$ cat src/rtl/dual_rail_precharge_pipe.sv
// Dual-rail (t/f) register pipeline with an internal precharge/evaluate sequencer.
// Define DRP_FAULT_DETECT_EN to build the sticky dual-rail codeword alarm.
module dual_rail_precharge_pipe #(
  parameter int WIDTH       = 8,
  parameter int STAGES      = 2,
  parameter int PRE_CYCLES  = 1,
  parameter int EVAL_CYCLES = 1
) (
  input  logic             CLK,
  input  logic             reset_1,
  input  logic             pc_en,
  input  logic             in_valid,
  input  logic [WIDTH-1:0] Data_t,
  input  logic [WIDTH-1:0] Data_f,
  input  logic             alarm_clr,
  output logic [WIDTH-1:0] Q_t,
  output logic [WIDTH-1:0] Q_f,
  output logic             out_valid,
  output logic             phase,
  output logic             alarm
);

  // state     | meaning
  // PH_PRE    | precharge: output stage drives the 00 spacer, tokens at the tail are dropped
  // PH_EVAL   | evaluate: output stage forwards the tail stage

  localparam logic PH_PRE  = 1'b0;
  localparam logic PH_EVAL = 1'b1;

  localparam int MAXC = (PRE_CYCLES > EVAL_CYCLES) ? PRE_CYCLES : EVAL_CYCLES;
  localparam int CW   = (MAXC > 1) ? $clog2(MAXC) : 1;

  localparam logic [CW-1:0] PRE_LAST  = CW'(PRE_CYCLES - 1);
  localparam logic [CW-1:0] EVAL_LAST = CW'(EVAL_CYCLES - 1);

  logic             phase_q, phase_d;
  logic [CW-1:0]    cnt_q, cnt_d;
  logic             pc_en_q;

  logic             st_v_q [STAGES];
  logic [WIDTH-1:0] st_t_q [STAGES];
  logic [WIDTH-1:0] st_f_q [STAGES];

  logic             tail_v;
  logic [WIDTH-1:0] tail_t;
  logic [WIDTH-1:0] tail_f;

  logic [WIDTH-1:0] q_t_q;
  logic [WIDTH-1:0] q_f_q;
  logic             out_valid_q;

  assign tail_v = st_v_q[STAGES-1];
  assign tail_t = st_t_q[STAGES-1];
  assign tail_f = st_f_q[STAGES-1];

  // pc_en_q resets high so leaving reset with pc_en=1 is not seen as a restart
  always_comb begin
    phase_d = phase_q;
    cnt_d   = cnt_q;
    if (!pc_en) begin
      phase_d = PH_EVAL;
      cnt_d   = '0;
    end else if (!pc_en_q) begin
      phase_d = PH_PRE;
      cnt_d   = '0;
    end else if (phase_q == PH_PRE) begin
      if (cnt_q == PRE_LAST) begin
        phase_d = PH_EVAL;
        cnt_d   = '0;
      end else begin
        cnt_d = cnt_q + CW'(1);
      end
    end else begin
      if (cnt_q == EVAL_LAST) begin
        phase_d = PH_PRE;
        cnt_d   = '0;
      end else begin
        cnt_d = cnt_q + CW'(1);
      end
    end
  end

  always_ff @(posedge CLK) begin
    if (reset_1) begin
      phase_q <= PH_PRE;
      cnt_q   <= '0;
      pc_en_q <= 1'b1;
    end else begin
      phase_q <= phase_d;
      cnt_q   <= cnt_d;
      pc_en_q <= pc_en;
    end
  end

  // Reset leaves every stage holding a logical-0 codeword (t=0, f=1), not a spacer
  always_ff @(posedge CLK) begin
    if (reset_1) begin
      for (int i = 0; i < STAGES; i++) begin
        st_v_q[i] <= 1'b0;
        st_t_q[i] <= '0;
        st_f_q[i] <= '1;
      end
    end else begin
      st_v_q[0] <= in_valid;
      st_t_q[0] <= Data_t;
      st_f_q[0] <= Data_f;
      for (int i = 1; i < STAGES; i++) begin
        st_v_q[i] <= st_v_q[i-1];
        st_t_q[i] <= st_t_q[i-1];
        st_f_q[i] <= st_f_q[i-1];
      end
    end
  end

  always_ff @(posedge CLK) begin
    if (reset_1) begin
      q_t_q       <= '0;
      q_f_q       <= '1;
      out_valid_q <= 1'b0;
    end else if (phase_q == PH_EVAL) begin
      q_t_q       <= tail_t;
      q_f_q       <= tail_f;
      out_valid_q <= tail_v;
    end else begin
      q_t_q       <= '0;
      q_f_q       <= '0;
      out_valid_q <= 1'b0;
    end
  end

  assign Q_t       = q_t_q;
  assign Q_f       = q_f_q;
  assign out_valid = out_valid_q;
  assign phase     = phase_q;

`ifdef DRP_FAULT_DETECT_EN
  logic alarm_q;
  logic fault_hit;

  // A bit with t == f is a 00 or 11 pair; only judged on tokens that would be emitted
  assign fault_hit = (phase_q == PH_EVAL) && tail_v && (|(~(tail_t ^ tail_f)));

  always_ff @(posedge CLK) begin
    if (reset_1) begin
      alarm_q <= 1'b0;
    end else if (fault_hit) begin
      alarm_q <= 1'b1;
    end else if (alarm_clr) begin
      alarm_q <= 1'b0;
    end
  end

  assign alarm = alarm_q;
`else
  logic unused_alarm_clr;
  assign unused_alarm_clr = alarm_clr;
  assign alarm            = 1'b0;
`endif

endmodule

$ cat config.mk
export PLATFORM = sky130hd
export DESIGN_NAME = dual_rail_precharge_pipe
export DESIGN_NICKNAME = d
export VERILOG_FILES = /design/src/rtl/dual_rail_precharge_pipe.sv
export SDC_FILE = /design/constraint.sdc
export NUM_CORES = 1
export LEC_CHECK = 0
export CAP_MARGIN = 10
export CORE_UTILIZATION = 41
export DETAILED_ROUTE_END_ITERATION = 7
export HOLD_SLACK_MARGIN = 0.12
export MAX_ROUTING_LAYER = met4
export PLACE_DENSITY_LB_ADDON = 0.05
export SYNTH_ARGS = -nofsm -noshare
export SYNTH_HDL_FRONTEND = slang
export SYNTH_SLANG_ARGS = --single-unit
$ cat constraint.sdc
create_clock -name CLK -period 0.9 [get_ports CLK]
set_clock_uncertainty 0.15 [all_clocks]
set_input_delay 0.225 -clock CLK [delete_from_list [all_inputs] [get_ports CLK]]
set_output_delay 0.225 -clock CLK [all_outputs]
set_load 0.01 [all_outputs]
# [After elaboration in Yosys (flattened, before gate mapping)]
# Memory sizes are Yosys's and may differ from the RTL's. A register that Yosys moved wholly into a read port is not among the register bits.
# Index checks and enable logic that the tools add are counted.
# W data, S select, Z words.
[word_totals] regBits=11 ram_bits=34 in_bits=21 out_inout_bits=19 wordCells=35 n_memories=3
[op_classes] n_addsub=1 n_mux=15 n_bitwise=10 n_reduce_logical=2
[mem_list] name="st_f_q" depth=2 width=8 rd=2 rd_clocked_by_memory_dff=0 write_ports=2 line="42" source="logic [WIDTH-1:0] st_f_q [STAGES];"
[mem_list] name="st_t_q" depth=2 width=8 rd=2 rd_clocked_by_memory_dff=1 write_ports=2 line="41" source="logic [WIDTH-1:0] st_t_q [STAGES];"
[mem_list] name="st_v_q" depth=2 width=1 rd=2 rd_clocked_by_memory_dff=1 write_ports=2 line="40" source="logic st_v_q [STAGES];"
[op_table] operator="$mux W8" n=5
[op_table] operator="$mux W1" n=10
[op_table] operator="$or A1 B1 Y1" n=6
[op_table] operator="$not A1 Y1" n=4
[op_table] operator="$reduce_or A4 Y1" n=1
[op_table] operator="$reduce_or A2 Y1" n=1
[op_table] operator="$add A1 B1 Y1 const B" n=1

# [Depth between registers and ports, before layout]
[logic_depth] word_depth=4 mapped_depth=3 depth_no_buf=2

# [Worst setup path after synthesis]
# OpenSTA, ideal clock, no wires.
[synth_path] kind="register to register" from="reg phase_q (netlist: phase)" to="reg q_t_q[0] (netlist: Q_t[0]), read port of st_t_q" setup_time_ps=59 t_arrival_ps=827 required_time_ps=691 setup_slack_ps=-136 path_stages_with_launch=4 n_path_buf=1 synth_period_minus_slack_ps=1036 cell_sequence="dfxtp_1 buf_4 nor2b_4 and2_1"
[synth_between] elab_chain_cells=2
[synth_lines] item="from (decl)" line="36" source="logic phase_q, phase_d;"
[synth_lines] item="from (signal assigned)" line="89" source="phase_q <= phase_d;"
[synth_lines] item="$not A1 Y1 (no source line)"
[synth_lines] item="$reduce_or A2 Y1 (no source line)"
[synth_lines] item="to (decl)" line="48" source="logic [WIDTH-1:0] q_t_q;"
# No other way between the ends.
# A chain may end at the register's enable or synchronous reset.

# [Final worst setup path]
[layout_path] from="reg phase_q (netlist: phase)" to="out phase"
[layout_lines] item="to (decl)" line="19" source="output logic phase,"
# No word-level cell between the ends.

==> out/results.txt <==
Result of the run = finished with violations
Violated checks = negative setup slack
Number of H-tree branching levels = 2
Clock latency of the later-clocked register in the worst-skew pair = 0.30 ns
Total wire length = 2120 µm
Leakage component of the power = 0.884 nW
Max-slew violation total from the final report = 0
Net count of the finished layout = 184
Hold Fails Final Rpt = 0
Core box area = 0.00344 mm²
Mean post-synth cell area = 12.9 µm²
Root Buffer Master = sky130_fd_sc_hd__clkbuf_8
Critical path class = reg2out
Category of the worst setup path capture point = output pin
Routed vias = 890
Placement Setup Slack = -0.502 ns
Classification of the worst-slack hold path = reg2reg
Row cnt = 21
Cell-by-cell listing of the critical path = buf_6
Maximum number of pins on one net before global-route repair = 17
Final critical-path setup slack = -0.216 ns
Cell area after technology mapping = 0.00152 mm²
Wirelength per Cell = 10.1 µm
Layout cells sized above 1 = 0.262
Number of placed I/O pins = 40
Crit Path Max Fanout = 2
Clock tree from TritonCTS = built
Via density = 4.24
Terminating pin of the worst hold path = st_f_q[0][9]
Data required, critical path = 0.52 ns
Startpoint of the worst register-to-register path = phase
Hold slack = 0.261 ns
Final weighted congestion in routability-driven placement = 0.627
Global Route Usage Sum = 0.129
Power after layout = 0.00426 W
Antenna diodes = 0
Slowest CP cell = sky130_fd_sc_hd__dfxtp_2
Hold wc startpoint = st_f_q[0][1]
Number of hold-repair buffers added at the cts stage = 0
WP buf/inv = 1
Final standard cell area without fillers = 0.00207 mm²
Die area = 0.00395 mm²
Number of buffers added on ports = 37
Die width = 62.9 µm
Global route overflow = 0
CTS sink cnt = 54
Number of CTS-inserted buffers = 5
Clock transition time at the flip-flop clock pins of the worst setup and hold paths = 0.08 ns
Number of DRC markers in iteration 0 = 19
Die Y-Extent = 62.9 µm
Final sum of negative setup slack = -4.83 ns
Wire length of the first global-routing pass = 3620 µm
Placed wire-length estimate after detailed placement = 1350 µm
Proportion of netlist area held by the largest area contributor = 0.712
DRC Markers = 0
Capture point of the worst reg-to-reg path = Q_t[3]
Antenna violations before repair = 0
Number of flip-flops and latches in the synthesized netlist = 54
Area growth, synth to finish = 36.1%
Unrepaired setup endpoints after global routing = yes
ANT nets after route = 0
Placement Cell Area = 0.00193 mm²
Seq/Total Area, Yosys = 0.712
Time the final worst path needs with I/O delays and setup = 1.12 ns
CP max stage delay = 0.34 ns
First-pass detailed-route iteration total = 2
Ratio of final minimum period to clock period = 1.24
Syn Inst Count = 118
Power per cell area = 2060 mW/mm²
Fmax = 0.896 GHz
Count of final setup violators = 36
Leading area contributor after synthesis = sky130_fd_sc_hd__dfxtp_1
Maximum Capacitance Violations = 0
Library cells used by synthesis = 13
Worst Path Arrival = 0.74 ns
Vias in the first global route = 846
Critical path startpoint category = flop
Cells on worst reg2reg path = 3
Number of buffers between clock root and the deepest sink = 2
Hold Path Cell Cnt = 1
Max rail drop VDD = 1.24 mV
Yosys warning count = 0
Register-to-Register Setup Slack = -0.08 ns
Cell types with the largest area share after synthesis = sky130_fd_sc_hd__dfxtp_1 71%, sky130_fd_sc_hd__nor2b_1 7.4%, sky130_fd_sc_hd__or2_1 7.0%
Top delay family on crit path = flip-flops
Initial Util = 0.441
per-stage QoR:
step	util	cells
finish	0.601	210
global route	0.601	210
CTS	0.595	210
detailed placement	0.562	198
global placement	0.562	198
floorplan	-	119
logic make-up after synthesis:
group                     after synthesis  synth area share
DFF                                    54             0.712
AOI/OAI and AO/OA                       9            0.0428
xor gates and xnor gates                1           0.00577
other                                   1           0.00247
and+or+nand+nor                        46             0.194
buffers and inverters                   7            0.0428
registers in the layout, summed over array words and instances (netlist names):
| signal | count |
|---|---|
| st_t_q | 16 |
| st_f_q | 16 |
| out_valid | 1 |
| phase | 1 |
| Q_f | 8 |
| pc_en_q | 1 |
| st_v_q | 2 |
| cnt_q | 1 |
| Q_t | 8 |
metal layers:
| metal | wire length (µm) | up-vias | GRT usage |
|---|---|---|---|
| met4 | 55 | 0 | 0.0872 |
| met2 | 1060 | 24 | 0.204 |
| li1 | - | 446 | - |
| met5 | 0 | - | - |
| met3 | 120 | 5 | 0.0547 |
| met1 | 889 | 415 | 0.128 |
synth_stat cells:
cell type / number
sky130_fd_sc_hd__nand2b_1: 1
sky130_fd_sc_hd__buf_4: 2
sky130_fd_sc_hd__dfxtp_1: 54
sky130_fd_sc_hd__or2_1: 17
sky130_fd_sc_hd__conb_1: 1
sky130_fd_sc_hd__o21ai_1: 1
sky130_fd_sc_hd__buf_2: 1
sky130_fd_sc_hd__a21o_1: 8
sky130_fd_sc_hd__and2_1: 9
sky130_fd_sc_hd__buf_6: 4
sky130_fd_sc_hd__nor2b_1: 18
sky130_fd_sc_hd__nor2b_4: 1
sky130_fd_sc_hd__xor2_1: 1
repair_timing:
item                       in CTS  in global routing
setup endpoints to repair      71                 36
cloned                          2                  0
pin swaps                       2                  3
resized for setup              88                  5
buffers inserted                2                  0
layout make-up:
class | count | area (µm²)
clock buffers | 6 | 82.6
clock inverters | 2 | 12.5
fillers | 292 | 1380
multi-input cells | 59 | 393
flip-flops and latches | 54 | 1090
well taps | 46 | 57.6
repair buffers | 43 | 432
placed cells by master (no fill, tap or decap):
| cell type | synthesis | routed |
|---|---|---|
| sky130_fd_sc_hd__a21o_1 | 8 | 8 |
| sky130_fd_sc_hd__and2_1 | 9 | 8 |
| sky130_fd_sc_hd__and2_4 | 0 | 1 |
| sky130_fd_sc_hd__buf_12 | 0 | 2 |
| sky130_fd_sc_hd__buf_2 | 1 | 11 |
| sky130_fd_sc_hd__buf_6 | 4 | 10 |
| sky130_fd_sc_hd__bufbuf_16 | 0 | 1 |
| sky130_fd_sc_hd__clkbuf_8 | 0 | 6 |
| sky130_fd_sc_hd__clkdlybuf4s15_2 | 0 | 1 |
| sky130_fd_sc_hd__clkdlybuf4s50_1 | 0 | 18 |
| sky130_fd_sc_hd__clkinv_2 | 0 | 1 |
| sky130_fd_sc_hd__clkinvlp_4 | 0 | 1 |
| sky130_fd_sc_hd__conb_1 | 1 | 2 |
| sky130_fd_sc_hd__dfxtp_1 | 54 | 47 |
| sky130_fd_sc_hd__dfxtp_2 | 0 | 7 |
| sky130_fd_sc_hd__nand2b_1 | 1 | 1 |
| sky130_fd_sc_hd__nor2b_1 | 18 | 18 |
| sky130_fd_sc_hd__nor2b_4 | 1 | 2 |
| sky130_fd_sc_hd__o21ai_1 | 1 | 1 |
| sky130_fd_sc_hd__or2_1 | 17 | 17 |
| sky130_fd_sc_hd__xor2_1 | 1 | 1 |
worst max path at each step:
stage,startpoint,endpoint,depth (start not counted),slack (ns)
after floorplan,phase,Q_t[0],3,-0.07
after global placement,reset_1,Q_t[1],4,-0.49
after detailed placement,reset_1,Q_t[5],4,-0.50
after CTS,Q_f[2],Q_f[2],1,-0.23
after global routing,phase,phase,1,-0.26
final,phase,phase,1,-0.22
report_power, final:
part / internal, W / leakage, nW / switching, W
registers: 0.00251 / 0.448 / 0.0000309
logic: 0.000258 / 0.389 / 0.000134
clock network: 0.000618 / 0.0472 / 0.000706
Note: power is estimated with default switching activity, not from simulation.
